<file path="src/rtl/unary_add_sched_pkg.sv">
// rtl/unary_add_sched_pkg.sv - shared defaults and FSM state encoding for unary_add_sched
//
// Purpose: holds the default operand/feed/result/window sizes and the
// scheduler state constants used by the top level.
// Ports: none (package).
package unary_add_sched_pkg;

  localparam int OPW_DEF     = 4;   // binary operand width
  localparam int LEN_DEF     = 15;  // unary feed length, 2^OPW-1
  localparam int RW_DEF      = 5;   // result width
  localparam int OUT_WIN_DEF = 32;  // emit-mode observation window

  typedef logic [2:0] state_t;

  localparam state_t S_IDLE  = 3'd0;
  localparam state_t S_CLR   = 3'd1;
  localparam state_t S_FEED  = 3'd2;
  localparam state_t S_DRAIN = 3'd3;
  localparam state_t S_RESP  = 3'd4;

endpackage

</file>
<file path="src/rtl/rr_arb2.sv">
// rtl/rr_arb2.sv - two-way round-robin arbiter
//
// Purpose: picks one of two requesters; on contention the one not served
// last wins. After reset requester 0 is favoured.
// Ports:
//   clk, rst     - clock, synchronous active-high reset
//   valid[1:0]   - requester has a job
//   advance      - the current grant was accepted this cycle
//   grant[1:0]   - one-hot grant (zero when nobody is valid)
//   gid          - index of the granted requester
module rr_arb2 (
  input  logic       clk,
  input  logic       rst,
  input  logic [1:0] valid,
  input  logic       advance,
  output logic [1:0] grant,
  output logic       gid
);

  // Index of the requester served most recently. Resetting to 1 makes
  // requester 0 the winner of the first contention.
  logic r_last;
  logic w_pick1;

  always_comb begin
    w_pick1 = 1'b0;
    if (valid == 2'b11) w_pick1 = ~r_last;
    else                w_pick1 = valid[1];
  end

  assign gid   = w_pick1;
  assign grant = (valid == 2'b00) ? 2'b00 : (w_pick1 ? 2'b10 : 2'b01);

  always_ff @(posedge clk) begin
    if (rst)          r_last <= 1'b1;
    else if (advance) r_last <= w_pick1;
  end

endmodule

</file>
<file path="src/rtl/unary_add_sched.sv">
// rtl/unary_add_sched.sv - schedules jobs from two requesters onto an external unary adder
//
// Purpose: accepts (a, b) jobs from two round-robin arbitrated requesters,
// clears the external unary adder, feeds both operands as thermometer-coded
// bitstreams, then counts the adder's serial output into a saturating sum
// that is returned with the requester id and an overflow flag.
// Ports:
//   clk, rst                  - clock, synchronous active-high reset
//   req0_*/req1_*             - job request handshakes and operands
//   rsp_valid/rsp_ready       - response handshake
//   rsp_id, rsp_sum, rsp_ovf  - source requester, A+B, saturation/carry seen
//   ua_A, ua_B, ua_en, ua_rw  - bitstreams, enable and mode to the adder
//   ua_rst_n                  - active-low clear to the adder
//   ua_dout, ua_C             - serial count output and carry from the adder
module unary_add_sched
  import unary_add_sched_pkg::*;
#(
  parameter int OPW     = OPW_DEF,
  parameter int LEN     = LEN_DEF,
  parameter int RW      = RW_DEF,
  parameter int OUT_WIN = OUT_WIN_DEF
) (
  input  logic           clk,
  input  logic           rst,
  input  logic           req0_valid,
  input  logic           req1_valid,
  output logic           req0_ready,
  output logic           req1_ready,
  input  logic [OPW-1:0] req0_a,
  input  logic [OPW-1:0] req0_b,
  input  logic [OPW-1:0] req1_a,
  input  logic [OPW-1:0] req1_b,
  output logic           rsp_valid,
  input  logic           rsp_ready,
  output logic           rsp_id,
  output logic [RW-1:0]  rsp_sum,
  output logic           rsp_ovf,
  output logic           ua_A,
  output logic           ua_B,
  output logic           ua_en,
  output logic           ua_rw,
  output logic           ua_rst_n,
  input  logic           ua_dout,
  input  logic           ua_C
);

  // One phase counter serves both FEED and DRAIN, so it is sized for the longer.
  localparam int CW = $clog2(((LEN > OUT_WIN) ? LEN : OUT_WIN) + 1);
  localparam logic [CW-1:0] FEED_LAST  = CW'(LEN - 1);
  localparam logic [CW-1:0] DRAIN_LAST = CW'(OUT_WIN - 1);

  state_t         r_state;
  logic [CW-1:0]  r_cnt;
  logic [OPW-1:0] r_a;
  logic [OPW-1:0] r_b;
  logic           r_id;
  logic [RW-1:0]  r_sum;
  logic           r_ovf;

  logic [1:0] w_grant;
  logic       w_gid;
  logic       w_idle;
  logic       w_accept;
  logic       w_feed;
  logic       w_drain;

  // Ready is a pure function of state and grant, and is held low while rst
  // is asserted so no job can be accepted in a reset cycle.
  assign w_idle     = (r_state == S_IDLE) && !rst;
  assign req0_ready = w_idle && w_grant[0];
  assign req1_ready = w_idle && w_grant[1];
  assign w_accept   = req0_ready || req1_ready;

  rr_arb2 u_arb (
    .clk     (clk),
    .rst     (rst),
    .valid   ({req1_valid, req0_valid}),
    .advance (w_accept),
    .grant   (w_grant),
    .gid     (w_gid)
  );

  always_ff @(posedge clk) begin
    if (rst) begin
      r_state <= S_IDLE;
      r_cnt   <= '0;
      r_a     <= '0;
      r_b     <= '0;
      r_id    <= 1'b0;
      r_sum   <= '0;
      r_ovf   <= 1'b0;
    end else begin
      case (r_state)
        S_IDLE: begin
          if (w_accept) begin
            r_a     <= w_gid ? req1_a : req0_a;
            r_b     <= w_gid ? req1_b : req0_b;
            r_id    <= w_gid;
            r_state <= S_CLR;
          end
        end
        S_CLR: begin
          r_sum   <= '0;
          r_ovf   <= 1'b0;
          r_cnt   <= '0;
          r_state <= S_FEED;
        end
        S_FEED: begin
          if (r_cnt == FEED_LAST) begin
            r_cnt   <= '0;
            r_state <= S_DRAIN;
          end else begin
            r_cnt <= r_cnt + 1'b1;
          end
        end
        S_DRAIN: begin
          if (ua_C) r_ovf <= 1'b1;
          // A pulse that arrives with the counter already full is lost, so
          // it is reported as overflow instead.
          if (ua_dout) begin
            if (&r_sum) r_ovf <= 1'b1;
            else        r_sum <= r_sum + 1'b1;
          end
          if (r_cnt == DRAIN_LAST) begin
            r_cnt   <= '0;
            r_state <= S_RESP;
          end else begin
            r_cnt <= r_cnt + 1'b1;
          end
        end
        S_RESP: begin
          if (rsp_ready) r_state <= S_IDLE;
        end
        default: r_state <= S_IDLE;
      endcase
    end
  end

  assign w_feed  = !rst && (r_state == S_FEED);
  assign w_drain = !rst && (r_state == S_DRAIN);

  // Thermometer code: operand x gives ones on phases 0..x-1 only.
  assign ua_A     = w_feed && (r_cnt < CW'(r_a));
  assign ua_B     = w_feed && (r_cnt < CW'(r_b));
  assign ua_en    = w_feed || w_drain;
  assign ua_rw    = w_drain;
  assign ua_rst_n = !rst && (r_state != S_CLR);

  assign rsp_valid = (r_state == S_RESP);
  assign rsp_id    = r_id;
  assign rsp_sum   = r_sum;
  assign rsp_ovf   = r_ovf;

endmodule
</file>
<file path="config.mk">
export PLATFORM = sky130hd
export DESIGN_NAME = unary_add_sched
export DESIGN_NICKNAME = d
export VERILOG_FILES = /design/src/rtl/unary_add_sched_pkg.sv /design/src/rtl/rr_arb2.sv /design/src/rtl/unary_add_sched.sv
export SDC_FILE = /design/constraint.sdc
export NUM_CORES = 1
export LEC_CHECK = 0
export ABC_CLOCK_PERIOD_IN_PS = 2400
export BUFFER_PORTS_ARGS = -buffer_cell sky130_fd_sc_hd__buf_2
export CORE_AREA = 4 4 65 91
export CTS_CLUSTER_SIZE = 12
export DETAILED_ROUTE_END_ITERATION = 10
export DIE_AREA = 0 0 69 95
export GPL_ROUTABILITY_DRIVEN = 0
export HOLD_SLACK_MARGIN = 0.06
export PLACE_DENSITY = 0.49
export SLEW_MARGIN = 0
export SYNTH_ARGS = -nofsm -noshare
export SYNTH_HDL_FRONTEND = slang
export SYNTH_HIERARCHICAL = 1
export SYNTH_SLANG_ARGS = --single-unit
</file>
<file path="constraint.sdc">
create_clock -name clk -period 2.4 [get_ports clk]
set_clock_uncertainty 0.2 [all_clocks]
set_input_delay 0.36 -clock clk [delete_from_list [all_inputs] [get_ports clk]]
set_output_delay 0.36 -clock clk [all_outputs]
set_load 0.05 [all_outputs]
</file>
-- Yosys cells after proc, flatten, opt, wreduce, memory -nomap -nowiden
Index checks and enable logic that the tools add are counted.
- add/sub/neg operators: 2
- multipliers: 0
- divide/modulo/power cells: 0
- order comparisons: 2
- equality and inequality tests: 14
- shifts and indexed selects: 0
- mux-type cells: 20
- bitwise gates (word level): 1
- reduce and logical (&&, ||, !) cells: 19
- operators with widths (cell ; count):
    $pmux 6 s3 ; 1
    $pmux 3 s5 ; 1
    $lt 6x4->1 ; 2
    $mux 3 ; 4
    $mux 6 ; 2
    $mux 5 ; 2
    $pmux 5 s2 ; 1
    $logic_and 1x1->1 ; 8
    $mux 4 ; 2
    $ne 2x2->1 const B ; 4
    $add 6x1->6 const B ; 1
    $eq 3x2->1 const B ; 2
    $eq 6x4->1 const B ; 1
    $eq 6x5->1 const B ; 1
    $add 5x1->5 const B ; 1
    $reduce_and 5->1 ; 1
    $mux 1 ; 4
    $mux 2 ; 2
    $ne 2x1->1 const B ; 2
    $reduce_and 4->1 ; 1
    $eq 3x1->1 const B ; 1
    $eq 3x3->1 const B ; 1
    $logic_not 3->1 ; 1
    $ne 3x1->1 const B ; 1
    other kinds (10) ; 11
- flip-flop bits (word level): 25
- latch bits: 0
- bits in writable memories: 0
- memory bits (read-only): 0
- input port bits: 23
- output and inout port bits: 15
- memories: 0

-- Longest topological paths before layout
Gate-level depths: netlist of run 1.
- depth after elaboration: 8
- gate-level depth with buffers: 7
- mapped depth without buffers: 7

-- Cells and area by module
Netlist of run 1, hierarchy kept.
- modules (own cells, without submodules) (module ; times used ; cells each ; area each (um2)):
    unary_add_sched ; 1 ; 168 ; 1446.4
    rr_arb2 ; 1 ; 7 ; 65.1

-- Worst setup path after synthesis of run 1
No wires, ideal clock.
- path type: flip-flop to output port
- start point: register r_cnt[2]
- end point: output port ua_A
- arrival time: 1.951 ns
- slack: -0.111 ns
- cell stages (with the launch flop): 5
- path buffers: 0
- path through: dfxtp_1 ha_1 o21ai_0 a21oi_1 nor3_1
- word-level cells in the longest chain between the ends: 2
- RTL lines (element ; line ; RTL):
    start: declaration ; unary_add_sched.sv:53 ; logic [CW-1:0] r_cnt;
    start signal: assignment ; unary_add_sched.sv:113 ; r_cnt <= r_cnt + 1'b1;
    start signal: assignment ; unary_add_sched.sv:128 ; r_cnt <= r_cnt + 1'b1;
    $lt 6x4->1 ; unary_add_sched.sv:143 ; assign ua_A = w_feed && (r_cnt < CW'(r_a));
    $logic_and 1x1->1 ; unary_add_sched.sv:143 ;
    end: declaration ; unary_add_sched.sv:38 ; output logic ua_A,
Every way passes these cells.

-- Worst setup path after layout of run 1
- start point: register r_cnt[3]
- end point: output port ua_A
The elaborated chain is that of the path after synthesis.

==> results of run 1 <==
[how the worst max path moves through the flow]
stage	endpoint	slack, ns	cells after the start
floorplan	ua_A	-0.11	4
global placement	rsp_sum[3]	0.37	7
detailed placement	rsp_sum[3]	0.34	7
CTS	ua_B	0.16	4
global route	ua_A	0.03	5
finish	ua_A	0.18	5
[cell usage after synthesis, drive strengths merged, types with 2 or more instances]
master / number
o31ai: 2
nor2b: 2
nor2: 21
and3: 2
dfxtp: 25
clkbuf: 3
mux2i: 10
nor4: 2
nand3: 5
nor3b: 2
nand2: 5
nor3: 6
nand2b: 6
a31oi: 2
a21boi: 3
a21oi: 8
or3b: 2
or3: 3
inv: 14
a211oi: 8
a22oi: 2
o21ai: 12
and2: 3
ha: 10
buf: 6
[cells in the final DEF (no fill, tap or decap), drive strengths merged]
master,instances
a211o,1
a211oi,8
a21boi,3
a21o,1
a21oi,8
a221oi,1
a22oi,2
a31oi,2
and2,3
and3,2
and4,1
buf,45
clkbuf,3
clkinv,1
dfxtp,25
ha,10
inv,14
mux2,1
mux2i,10
nand2,5
nand2b,6
nand3,5
nand3b,1
nor2,21
nor2b,2
nor3,6
nor3b,2
nor4,2
o21a,1
o21ai,12
o21ba,1
o21bai,1
o31ai,2
o32ai,1
o41ai,1
or3,3
or3b,2
[per-stage QoR]
stage | hold slack [ns] | total power (W) | TNS [ns] | instances
2_1_floorplan | 0.2544 | 0.0006980 | -0.1110 | 175
3_5_place_dp | 0.2617 | 0.0007625 | 0 | 277
3_3_place_gp | 0.2531 | 0.0007615 | 0 | 277
6_report | 0.1441 | 0.001002 | 0 | 281
4_1_cts | 0.1320 | 0.001030 | 0 | 281
5_1_grt | 0.1391 | 0.001084 | 0 | 281
[critical path: cells and delay by family, from the launching register on]
| family | cells | cell delay (ns) |
|---|---|---|
| AOI/OAI and AO/OA | 2 | 0.13 |
| buffers and inverters | 1 | 0.29 |
| adders and majority gates | 1 | 0.28 |
| and+or+nand+nor | 1 | 0.18 |
| DFF | 1 | 0.51 |
[metal layers]
metal / vias up / wire [um] / track usage (%) / share of wire [%]
met5: - / 0 / 0 / 0
met4: 0 / 63 / 5.863 / 1.9
met3: 4 / 108 / 1.704 / 3.2
met2: 21 / 1726 / 20.22 / 51
met1: 584 / 1505 / 13.53 / 44
li1: 705 / - / - / -
[registers in the layout, summed over array words and instances (netlist names)]
name / cells
r_a: 4
r_b: 4
r_cnt: 6
r_state: 3
rsp_id: 1
rsp_ovf: 1
rsp_sum: 5
u_arb/r_last: 1
[cell families after synthesis]
family	Yosys count	synth area share, %
adders and majority gates	10	8.278
buffers and inverters	23	8.360
AOI/OAI and AO/OA	45	20.28
muxes	11	7.368
DFF	25	33.11
and+or+nand+nor	61	22.60
[final cells by class]
type                            count  area, um^2
Clock buffer                        3       41.29
Clock inverter                      1       5.005
Fill cell                         573        3303
Inverter                           14       52.55
Multi-Input combinational cell    127       889.6
Sequential cell                    25       500.5
Tap cell                           66       82.58
Timing Repair Buffer               45       245.2
[power groups by stage]
stage	Clock [W]	Combinational (W)	Sequential (W)
floorplan	0	0.000216	0.000482
global placement	0	0.000281	0.000481
detailed placement	0	0.000281	0.000481
CTS	0.000277	0.000282	0.000471
global route	0.000290	0.000318	0.000476
finish	0.000255	0.000277	0.000470
==> reports/results.ini, run 1 <==
[status]
status = finished, final reports clean

[clocking]
cts_tree = built
root_buffer = clkbuf_8
clkTransAtPathRegs_ns = 0.09
cts_setup_buffers = 0
cts_sinks = 25
clock_path_buffers = 2
cts-htree-levels = 1
cts_hold_buf = 0
cts_resized = 0
cts_made_buffers = 3
clk_latency_ns = 0.27

[timing]
finalCritPeriodShare_pct = 92.52
worstMarginPinSlew_ns = 0.6302
slew_viol_final = 0
max_freq_mhz = 450.3
hold_viol = 0
setup_viol = 0
fin_ws_ns = 0.1794
finalCriticalPeriod_ns = 2.221
grt_setup_unrepaired = false
slew_headroom_pct = 57.74

[power_and_ir_drop]
p_seq_share_pct = 46.9
clkPwrFrac_pct = 25.4
leakagePower_nw = 0.7695
combPwrFrac_pct = 27.6
internal-power_w = 0.0006696
switchingPower_w = 0.0003325
power_density_nw_per_um2 = 551.6
peakVddDrop_v = 0.0001725
swShare_pct = 33.18

[worst_setup_path]
reg2reg_from = rsp_sum[0]
crit_path_start = r_cnt[3]
crit_arrival_ns = 1.66
worstSetupStartpointType = register
cp_data_required_time_ns = 1.84
endpoint_kind = primary output
crit_type = register to primary output
crit_fanout = 10
r2r-end = rsp_sum[3]
path_cells = ha_1 -> o21ai_0 -> a21oi_1 -> nor3_1 -> buf_2
slowest_stage = dfxtp_1
reg2reg_slack_ns = 0.34
rr_worst_depth = 7
cpPeakStageDelay_ns = 0.51

[detailed_routing]
ant_nets = 0
dr.pass1.iters = 4
avgRoutedWirePerCell_um = 12.11
vias_per_cell = 4.676
drt-initial-drc-count = 43
route.detailed.drc = 0
num_vias = 1314
wl_um = 3403

[placed_design]
io_buffer_count = 37
dp_slack_ns = 0.3420
dp_hpwl_um = 2753
dpl_cell_area_um2 = 1770

[hold_path]
min_to = r_state[2]
hold_path_class = input pin to register
min_from = rsp_ready
hold_depth = 3

[floorplanning]
rows = 31
fp.dieArea_um2 = 6555
ios = 38
core_area_um2 = 5120
die_y_um = 95
start_util_pct = 29.52
die-width_um = 69

[synth]
ys_types = 47
synth_top_area_share_pct = 33.11
synthFlopType = dfxtp_1
syn_inst = 175
yosysTopAreaCell = dfxtp_1
synth_edf_count = 0
ys_seq_area_share_pct = 33.11
ys_warn_count = 6
synthesis.nets = 208
synthArstFlopShare_pct = 0
synth-seq-cells = 25
syn_avg_cell_area_um2 = 8.637
syn_area_um2 = 1511
synthTopCellsByArea = dfxtp_1 (33%), ha_1 (8.3%), mux2i_1 (6.6%)

[job]
timing.max_cap.violations = 0

[grt]
grt_use_total_pct = 11.50
grt_max_degree = 20
antenna_found_initial = 0
grt_pass1_wl_um = 6106
grt-ovfl-total = 0
grt_pass1_vias = 1314

[final_layout]
finalCoreUtilization_pct = 35.48
drive_gt1_share_pct = 27.44
final_cell_area_um2 = 1817
antennaDiodeCount = 0
area_growth_pct = 20.20
nets = 249

Power figures use the tool's default switching activity.
==> run 2: changes to the inputs <==
Settings changed: RECOVER_POWER from default to 100, SKIP_LAST_GASP from default to 1.
==> run 2 against run 1 <==
Compared with the run above:
- sequential share of layout area rose by 0.31 points
- power decreased by 0.28%
- final cell count did not move
- via count rose by 0.46%
- first-iteration DRC count up 4.7%
- critical path depth stayed put
- utilization fell by 0.39 points
- sequential cell count did not move
- final area is 1.1% lower
- combinational power about the same
- highest routed layer unchanged
==> reports/results.ini, run 2 (synthesis gave the netlist of run 1 again) <==
[status]
status = finished, final reports clean

[final_layout]
nets = 249  ; unchanged
final_common_cell = dfxtp_1
largest_reg_flops = 6  ; unchanged
top_register = r_cnt
antennaDiodeCount = 0  ; unchanged
final_cell_area_um2 = 1797  ; -1.1%
layout_common_cells = dfxtp_1 (25), buf_2 (23), nor2_1 (20)
drive_gt1_share_pct = 22.79  ; -4.7 points
finalCoreUtilization_pct = 35.09  ; -0.39 points
area_growth_pct = 18.87

[clocking]
clock_path_buffers = 2  ; unchanged
cts_made_buffers = 3  ; unchanged
cts_resized = 0  ; unchanged
cts_setup_buffers = 0  ; unchanged
cts_sinks = 25  ; unchanged
root_buffer = clkbuf_8
clk_latency_ns = 0.27  ; about the same
clkTransAtPathRegs_ns = 0.09  ; about the same
cts-htree-levels = 1  ; unchanged
cts_tree = built
cts_hold_buf = 0  ; unchanged

[grt]
antenna_found_initial = 0  ; unchanged
grt_pass1_vias = 1314  ; unchanged
grt_max_degree = 20  ; unchanged
grt_use_total_pct = 11.50  ; unchanged
grt_pass1_wl_um = 6106  ; unchanged
grt-ovfl-total = 0  ; unchanged

[worst_setup_path]
path_cells = ha_1 -> o21ai_0 -> a21oi_1 -> nor3_1 -> buf_2
crit_type = register to primary output
reg2reg_slack_ns = 0.34  ; about the same
worstSetupStartpointType = register
slowest_stage = dfxtp_1
endpoint_kind = primary output
crit_arrival_ns = 1.68  ; +0.02 ns
crit_fanout = 10  ; unchanged
cpPeakStageDelay_ns = 0.52  ; about the same
path_delay_family = flip-flops
critPathBufInv = 1  ; unchanged
cp_data_required_time_ns = 1.84  ; about the same

[placed_design]
dp_slack_ns = 0.3420  ; unchanged
dp_hpwl_um = 2753  ; unchanged
dpl_cell_area_um2 = 1770  ; unchanged
io_buffer_count = 37  ; unchanged

[timing]
fin_ws_ns = 0.1618  ; -0.01759 ns
grt_setup_unrepaired = false
hold_viol = 0  ; unchanged
max_freq_mhz = 446.8  ; -0.79%
finalCriticalPeriod_ns = 2.238  ; +0.01759 ns
slew_headroom_pct = 57.75  ; about the same
finalCritPeriodShare_pct = 93.26  ; +0.73 points
setup_viol = 0  ; unchanged
slew_viol_final = 0  ; unchanged
worstMarginPinSlew_ns = 0.6301  ; -0.00007921 ns
setup_tns_ns = 0  ; unchanged

[detailed_routing]
vias_per_cell = 4.698  ; +0.46%
drt-initial-drc-count = 45  ; +4.7%
wl_um = 3425  ; +0.65%
route.detailed.drc = 0  ; unchanged
ant_nets = 0  ; unchanged
avgRoutedWirePerCell_um = 12.19  ; +0.65%
num_vias = 1320  ; +0.46%
dr.pass1.iters = 4  ; unchanged

[power_and_ir_drop]
peakVddDrop_v = 0.0001743  ; +1.0%
leakagePower_nw = 0.7219  ; -6.2%
power_density_nw_per_um2 = 556.2  ; +0.83%
fin_total_pwr_w = 0.0009994  ; -0.28%

[floorplanning]
core_area_um2 = 5120  ; unchanged
fp.dieArea_um2 = 6555  ; unchanged
die-width_um = 69  ; unchanged
rows = 31  ; unchanged
die_y_um = 95  ; unchanged
start_util_pct = 29.52  ; unchanged
ios = 38  ; unchanged

[hold_path]
hold_path_class = input pin to register

[job]
timing.max_cap.violations = 0  ; unchanged

-- run 2: cell count changes in the layout (fill, tap and decap cells not counted) --
cell / previous run / this run
buf_2: 37 / 23
buf_4: 8 / 5
clkbuf_1: 0 / 10
clkbuf_2: 0 / 7
o21ai_0: 9 / 12
o21ai_1: 3 / 0
-- run 2: worst register-to-register path: cells and delay by family, from the launching register on --
kind,cells,cell delay [ns]
adder cells (fa/ha/maj),2,0.39
flip-flops,1,0.35
AO/OA/AOI/OAI,2,0.38
AND/OR/NAND/NOR,3,0.69
-- run 2: path summary, 6_finish.rpt --
kind	endpoint	startpoint	cells after the start
worst min-delay path	r_state[2]	rsp_ready	3
worst min register to register	rsp_ovf	rsp_ovf	2
worst max-delay path	ua_A	r_cnt[3]	5
worst max register to register	rsp_sum[3]	rsp_sum[0]	7
-- run 2: report_power, final --
group / leakage, nW / switching, W / total, W / internal, W
clock: 0.0255 / 0.000139 / 0.000255 / 0.000116
sequential: 0.204 / 0.0000253 / 0.000471 / 0.000445
combinational: 0.493 / 0.000169 / 0.000274 / 0.000105
-- run 2: per-layer routing --
metal  GRT usage (%)  part of all wire (%)
met5               0                     0
met2           20.22                    51
met4           5.863                   1.8
met3           1.704                   3.1
met1           13.53                    44
-- run 2: layout make-up --
class                           instances  area [um^2]
Clock buffer                            3        41.29
Clock inverter                          1        5.005
Tap cell                               66        82.58
Inverter                               14        52.55
Multi-Input combinational cell        127        889.6
Fill cell                             579         3323
Timing Repair Buffer                   45        225.2
Sequential cell                        25        500.5
-- run 2: metrics by stage --
| stage | std cells | hold WS, ns |
|---|---|---|
| floorplan | 175 | 0.2544 |
| global placement | 277 | 0.2531 |
| detailed placement | 277 | 0.2617 |
| CTS | 281 | 0.1320 |
| global route | 281 | 0.1391 |
| finish | 281 | 0.1445 |
